--- config.mk ---
export PLATFORM = sky130hd
export DESIGN_NAME = param_memory_flat
export DESIGN_NICKNAME = d
export VERILOG_FILES = /design/src/rtl/param_memory_if.sv /design/src/rtl/param_memory.sv /design/src/flat_wrapper.sv
export SDC_FILE = /design/constraint.sdc
export NUM_CORES = 2
export LEC_CHECK = 0
export BUFFER_PORTS_ARGS = -buffer_cell sky130_fd_sc_hd__buf_4
export CAP_MARGIN = 20
export CORE_UTILIZATION = 35
export DETAILED_ROUTE_END_ITERATION = 16
export PLACE_DENSITY_LB_ADDON = 0.1
export SYNTH_ARGS = -nofsm -noshare
export SYNTH_HDL_FRONTEND = slang
export SYNTH_SLANG_ARGS = --single-unit
--- constraint.sdc ---
create_clock -name clk -period 3.9 [get_ports clk]
set_input_delay 0.78 -clock clk [delete_from_list [all_inputs] [get_ports clk]]
set_output_delay 0.78 -clock clk [all_outputs]
set_load 0.01 [all_outputs]
--- src/rtl/param_memory_if.sv ---
// Request/response bus of param_memory.
// A request is taken at a rising edge when busy=0 and read|write=1; no ready/valid back-pressure
// exists beyond busy, and results come back unconditionally on Dout/dout_valid.
interface param_memory_if #(
    parameter int DATA_W = 16,
    parameter int ADDR_W = 16
) ();
    logic              read;
    logic              write;
    logic [ADDR_W-1:0] address;
    logic [DATA_W-1:0] Din;
    logic [DATA_W-1:0] Dout;
    logic              dout_valid;
    logic              busy;
    logic              addr_err;

    modport master (
        output read, write, address, Din,
        input  Dout, dout_valid, busy, addr_err
    );

    modport slave (
        input  read, write, address, Din,
        output Dout, dout_valid, busy, addr_err
    );
endinterface

--- src/rtl/param_memory.sv ---
// Single-port word memory with a 1- or 2-cycle registered read path and out-of-range flagging.
// Define PARAM_MEMORY_CLEAR_EN to zero every word after reset (busy while sweeping).
module param_memory #(
    parameter int DATA_W = 16,
    parameter int ADDR_W = 16,
    parameter int DEPTH  = 256,
    parameter int RD_LAT = 1
) (
    input  logic          clk,
    input  logic          rst_n,
    param_memory_if.slave bus,
    output logic          state_dbg
);
    localparam int IW = (DEPTH > 1) ? $clog2(DEPTH) : 1;
    localparam logic [ADDR_W:0] DEPTH_A = (ADDR_W+1)'(DEPTH);

    logic [DATA_W-1:0] mem [DEPTH];

    logic              busy_i;
    logic              accept;
    logic              acc_rd;
    logic              acc_wr;
    logic              in_range;
    logic              clr_we;
    logic [IW-1:0]     clr_idx;
    logic              mem_we;
    logic [IW-1:0]     mem_waddr;
    logic [DATA_W-1:0] mem_wdata;

    assign in_range = ({1'b0, bus.address} < DEPTH_A);
    assign accept   = !busy_i && (bus.read || bus.write);
    // Read wins when both strobes are high; the write is simply dropped.
    assign acc_rd   = accept && bus.read;
    assign acc_wr   = accept && bus.write && !bus.read;

`ifdef PARAM_MEMORY_CLEAR_EN
    typedef enum logic {
        IDLE  = 1'b0,
        CLEAR = 1'b1
    } state_t;

    localparam logic [IW-1:0] LAST_IDX = IW'(DEPTH - 1);

    state_t        state;
    state_t        state_nx;
    logic [IW-1:0] clr_idx_nx;

    always_ff @(posedge clk) begin
        if (!rst_n) begin
            state   <= CLEAR;
            clr_idx <= '0;
        end else begin
            state   <= state_nx;
            clr_idx <= clr_idx_nx;
        end
    end

    always_comb begin
        state_nx   = state;
        clr_idx_nx = clr_idx;
        clr_we     = 1'b0;
        case (state)
            CLEAR: begin
                clr_we     = 1'b1;
                clr_idx_nx = clr_idx + IW'(1);
                if (clr_idx == LAST_IDX) begin
                    state_nx   = IDLE;
                    clr_idx_nx = '0;
                end
            end
            default: ;
        endcase
    end

    assign busy_i    = (state == CLEAR);
    assign state_dbg = state;
`else
    assign clr_we    = 1'b0;
    assign clr_idx   = '0;
    assign busy_i    = 1'b0;
    assign state_dbg = 1'b0;
`endif

    assign bus.busy = busy_i;

    always_comb begin
        mem_we    = 1'b0;
        mem_waddr = bus.address[IW-1:0];
        mem_wdata = bus.Din;
        if (clr_we) begin
            mem_we    = 1'b1;
            mem_waddr = clr_idx;
            mem_wdata = '0;
        end else if (acc_wr && in_range) begin
            mem_we = 1'b1;
        end
    end

    // Storage has no reset: contents survive rst_n unless the clear sweep runs.
    always_ff @(posedge clk) begin
        if (rst_n && mem_we) begin
            mem[mem_waddr] <= mem_wdata;
        end
    end

    logic              s1_v;
    logic              s1_err;
    logic [DATA_W-1:0] s1_d;

    always_ff @(posedge clk) begin
        if (!rst_n) begin
            s1_v   <= 1'b0;
            s1_err <= 1'b0;
        end else begin
            s1_v   <= acc_rd;
            s1_err <= accept && !in_range;
        end
    end

    always_ff @(posedge clk) begin
        if (acc_rd) begin
            s1_d <= in_range ? mem[bus.address[IW-1:0]] : '0;
        end
    end

    logic              dv_pre;
    logic [DATA_W-1:0] d_pre;

    if (RD_LAT == 2) begin : g_lat2
        logic              s2_v;
        logic [DATA_W-1:0] s2_d;

        always_ff @(posedge clk) begin
            if (!rst_n) begin
                s2_v <= 1'b0;
            end else begin
                s2_v <= s1_v;
            end
        end

        always_ff @(posedge clk) begin
            if (s1_v) begin
                s2_d <= s1_d;
            end
        end

        assign dv_pre = s2_v;
        assign d_pre  = s2_d;
    end else begin : g_lat1
        assign dv_pre = s1_v;
        assign d_pre  = s1_d;
    end

    // addr_err taps stage 1 directly so its timing does not move with RD_LAT.
    always_ff @(posedge clk) begin
        if (!rst_n) begin
            bus.Dout       <= '0;
            bus.dout_valid <= 1'b0;
            bus.addr_err   <= 1'b0;
        end else begin
            bus.dout_valid <= dv_pre;
            bus.addr_err   <= s1_err;
            if (dv_pre) begin
                bus.Dout <= d_pre;
            end
        end
    end
endmodule

--- src/flat_wrapper.sv ---
// flat-port wrapper written by rule: the top's interface ports become plain ports
module param_memory_flat 
#(
    parameter int DATA_W = 16,
    parameter int ADDR_W = 16,
    parameter int DEPTH  = 256,
    parameter int RD_LAT = 1
)
  (clk, rst_n, state_dbg, bus_read, bus_write, bus_address, bus_Din, bus_Dout, bus_dout_valid, bus_busy, bus_addr_err);
  param_memory_if #(.DATA_W(DATA_W), .ADDR_W(ADDR_W)) bus_i ();
  input  logic clk;
  input  logic rst_n;
  output logic state_dbg;
  input wire logic [$bits(bus_i.read)-1:0] bus_read;
  input wire logic [$bits(bus_i.write)-1:0] bus_write;
  input wire logic [$bits(bus_i.address)-1:0] bus_address;
  input wire logic [$bits(bus_i.Din)-1:0] bus_Din;
  output wire logic [$bits(bus_i.Dout)-1:0] bus_Dout;
  output wire logic [$bits(bus_i.dout_valid)-1:0] bus_dout_valid;
  output wire logic [$bits(bus_i.busy)-1:0] bus_busy;
  output wire logic [$bits(bus_i.addr_err)-1:0] bus_addr_err;
  assign bus_i.read = bus_read;
  assign bus_i.write = bus_write;
  assign bus_i.address = bus_address;
  assign bus_i.Din = bus_Din;
  assign bus_Dout = bus_i.Dout;
  assign bus_dout_valid = bus_i.dout_valid;
  assign bus_busy = bus_i.busy;
  assign bus_addr_err = bus_i.addr_err;
  param_memory #(.DATA_W(DATA_W), .ADDR_W(ADDR_W), .DEPTH(DEPTH), .RD_LAT(RD_LAT)) u_core (.clk(clk), .rst_n(rst_n), .bus(bus_i), .state_dbg(state_dbg));
endmodule
==> impl_metrics.ini <==
[die]
io_pins = 56
dieArea_um2 = 457000
rows = 247
die_w_um = 676
initial_utilization = 0.351
die_y_um = 676
core_um2 = 452000

[sta]
worst_slack_ns = 0.391
finalCriticalPeriod_ns = 3.51
hold_viol = 0
final-max-slew-violation-count = 0
fmax_mhz = 285
rsz0062_at_grt = false
finClkSkew_ns = 0.0588
period_share = 0.900
tightest_slew_ns = 1.24
finalSetupViolCount = 0
slew_headroom = 0.176

[power_and_ir_drop]
clkPwrFrac = 0.439
swShare = 0.215
pwr-share-seq = 0.515
comb_power_share = 0.045
power.switching_uw = 20400
power_leakage_uw = 0.0627
power_density_nw_per_um2 = 497
finalPower_uw = 94800
irDropWorstVdd_uv = 407
intPower_uw = 74400

[drt]
drt_iter0_markers = 7614
post-route-drc-count = 0
dr_wl_met3_mm = 21.8
top_layer = met5
finalWirelength_mm = 484
wl_per_cell_um = 31.6
antenna_left = 0
route.met2.wl_mm = 237
viasPerCell = 5.30
vias = 81000
met1_length_mm = 214
drt_first_pass_iters = 5

[finish]
fin_nets = 8942
fin_area_um2 = 191000
final_common_cell = edfxtp_1
final_cell_mix = edfxtp_1, mux2i_1, buf_4, mux4_2, clkbuf_16
fillers = 39700
drive_above_1_share = 0.249
area_growth_pct = 20.1

[setup_path]
cp_slowest_stage_delay_ns = 0.93
rrSetupSlack_ns = 0.66
worstSetupEndpointType = register
path_cells = clkbuf_8, buf_4, mux4_2, nand3_1, o21ai_0, o21ai_0, buf_4, and4_1, o211ai_1
start_kind = input pin
cp_max_fo = 32
timing.rr.end = u_core.d_pre[11]
ff2ff_path_depth = 8
critPathRequiredTime_ns = 4.61
crit_slowest_cell = o21ai_0
cp.arrival_ns = 4.22
r2r-start = u_core.mem[163][11]
crit_type = in -> reg

[synthesis]
synthCells = 7893
syn_area_um2 = 159000
yosysTopAreaCellShare = 0.777
yosys.area.top_type = edfxtp_1
ys_warn_count = 0
synthArstFlopShare = 0
synth_edf_count = 4112
ys_seq_elements = 4132
ys_seq_area_frac = 0.779
syn_area_per_cell_um2 = 20.1
ys_types = 61
synth_ff_type = edfxtp_1
synth_area_leaders = edfxtp_1, mux4_2, mux2i_1, o22ai_1, a22oi_1

[clock_network]
cts_resized = 0
root_buffer = clkbuf_16
numCtsBuffers = 449
postCtsSetupRepairBufs = 0
cts_max_path_buffers = 4
cts_tree = done
insertion_delay_ns = 1.00
cts.sinks = 4132
clk_pin_slew_worst_paths_ns = 0.06
hold_buffers = 0
cts_htree_levels = 5

[global_route]
first_global_vias = 81900
grt_max_degree = 118
grt_antenna_before_repair = 37
grt_overflow_total = 0
grt_pass1_wl_mm = 667
grt_usage = 0.209

[place]
gp_congestion = 0.805
post-place-ws_ns = -0.592
io_buffers = 53
hpwl_mm = 305
placed_area_um2 = 176000

[hold_path]
min_to = u_core.mem[206][0]
whs_path_depth = 1
holdCritPathClass = in -> reg
worstHoldStart = bus_Din[0]

[run]
max_cap_viol_count = 0

[status]
outcome = finished clean
-- cell usage after synthesis, types with 44 or more instances --
master and instances:
edfxtp_1 4112, mux2i_1 995, mux4_2 526, nor2_1 279
o22ai_1 256, a22oi_1 205, buf_2 196, o21ai_0 193
clkbuf_1 143, a21oi_1 83, nand3_1 83, nand2_1 81
a221o_1 77, buf_4 74, nand4_1 65, nor4_1 63
a221oi_1 52, inv_1 47, o211ai_1 46, a21boi_0 45
buf_6 44
-- critical path, delay by kind of cell --
family / cells / cell delay (ns)
multiplexers: 1 / 0.43
AND/OR/NAND/NOR: 2 / 0.52
buffers and inverters: 3 / 1.06
AO/OA/AOI/OAI: 3 / 1.31
-- power by group through the flow --
stage          Combinational, uW  Clock [uW]  Sequential, uW
3_3_place_gp                4350           0           49800
6_report                    4310       41600           48900
5_1_grt                     4550       44100           48800
4_1_cts                     4400       42600           48900
3_5_place_dp                4400           0           49800
2_1_floorplan               1950           0           49800
-- kinds of logic (layout without fill, tap and decap cells) --
| family | after synthesis | in the layout | share of synthesized area |
|---|---|---|---|
| and+or+nand+nor | 717 | 717 | 0.0229 |
| muxes | 1521 | 1521 | 0.137 |
| other | 1 | 29 | 0.0000236 |
| DFF | 4132 | 4132 | 0.779 |
| buffers and inverters | 516 | 1899 | 0.0176 |
| AOI/OAI and AO/OA | 1006 | 1006 | 0.0428 |
-- state kept, by name, indices dropped and copies added (netlist names) --
signal	flops
u_core.mem	4096
u_core.bus.Dout	16
u_core.d_pre	16
u_core.bus.addr_err	1
u_core.bus.dout_valid	1
u_core.dv_pre	1
u_core.s1_err	1
-- area by class of cell --
type                            instances  area (um2)  area share
Sequential cell                      4132      124000       0.649
Clock inverter                        274        2570      0.0135
Antenna cell                           27        67.6    0.000354
Timing Repair Buffer                 1029       12400      0.0649
Tap cell                             5976        7480      0.0392
Multi-Input combinational cell       3246       32600       0.171
Clock buffer                          548       11700      0.0615
Inverter                               48         180    0.000944
-- per-layer routing --
| metal | vias up | track usage |
|---|---|---|
| met5 | - | 0 |
| met4 | 2 | 0.0428 |
| met3 | 498 | 0.0245 |
| met2 | 1987 | 0.351 |
| met1 | 43700 | 0.293 |
| li1 | 34800 | - |
-- worst max path at each step --
stage | start | endpoint | slack [ns] | cells after the start
3_3_place_gp | bus_address[3] | u_core.d_pre[10] | -0.63 | 9
6_report | bus_address[3] | u_core.d_pre[11] | 0.39 | 9
4_1_cts | bus_address[3] | u_core.d_pre[11] | 0.48 | 9
3_5_place_dp | bus_address[3] | u_core.d_pre[11] | -0.59 | 9
5_1_grt | bus_address[3] | u_core.d_pre[11] | 0.43 | 9
2_1_floorplan | bus_address[11] | u_core.mem[104][0] | 0.45 | 6
-- through the flow --
step / TNS [ns] / util / hold WS, ns / instances
floorplan: 0 / - / 0.412 / 7894
global placement: -6.85 / 0.390 / 0.512 / 14400
detailed placement: -5.13 / 0.390 / 0.519 / 14400
CTS: 0 / 0.422 / 0.0656 / 15300
global route: 0 / 0.422 / 0.0956 / 15300
finish: 0 / 0.422 / 0.127 / 15300
No activity file was read; power rests on OpenSTA's default activity.
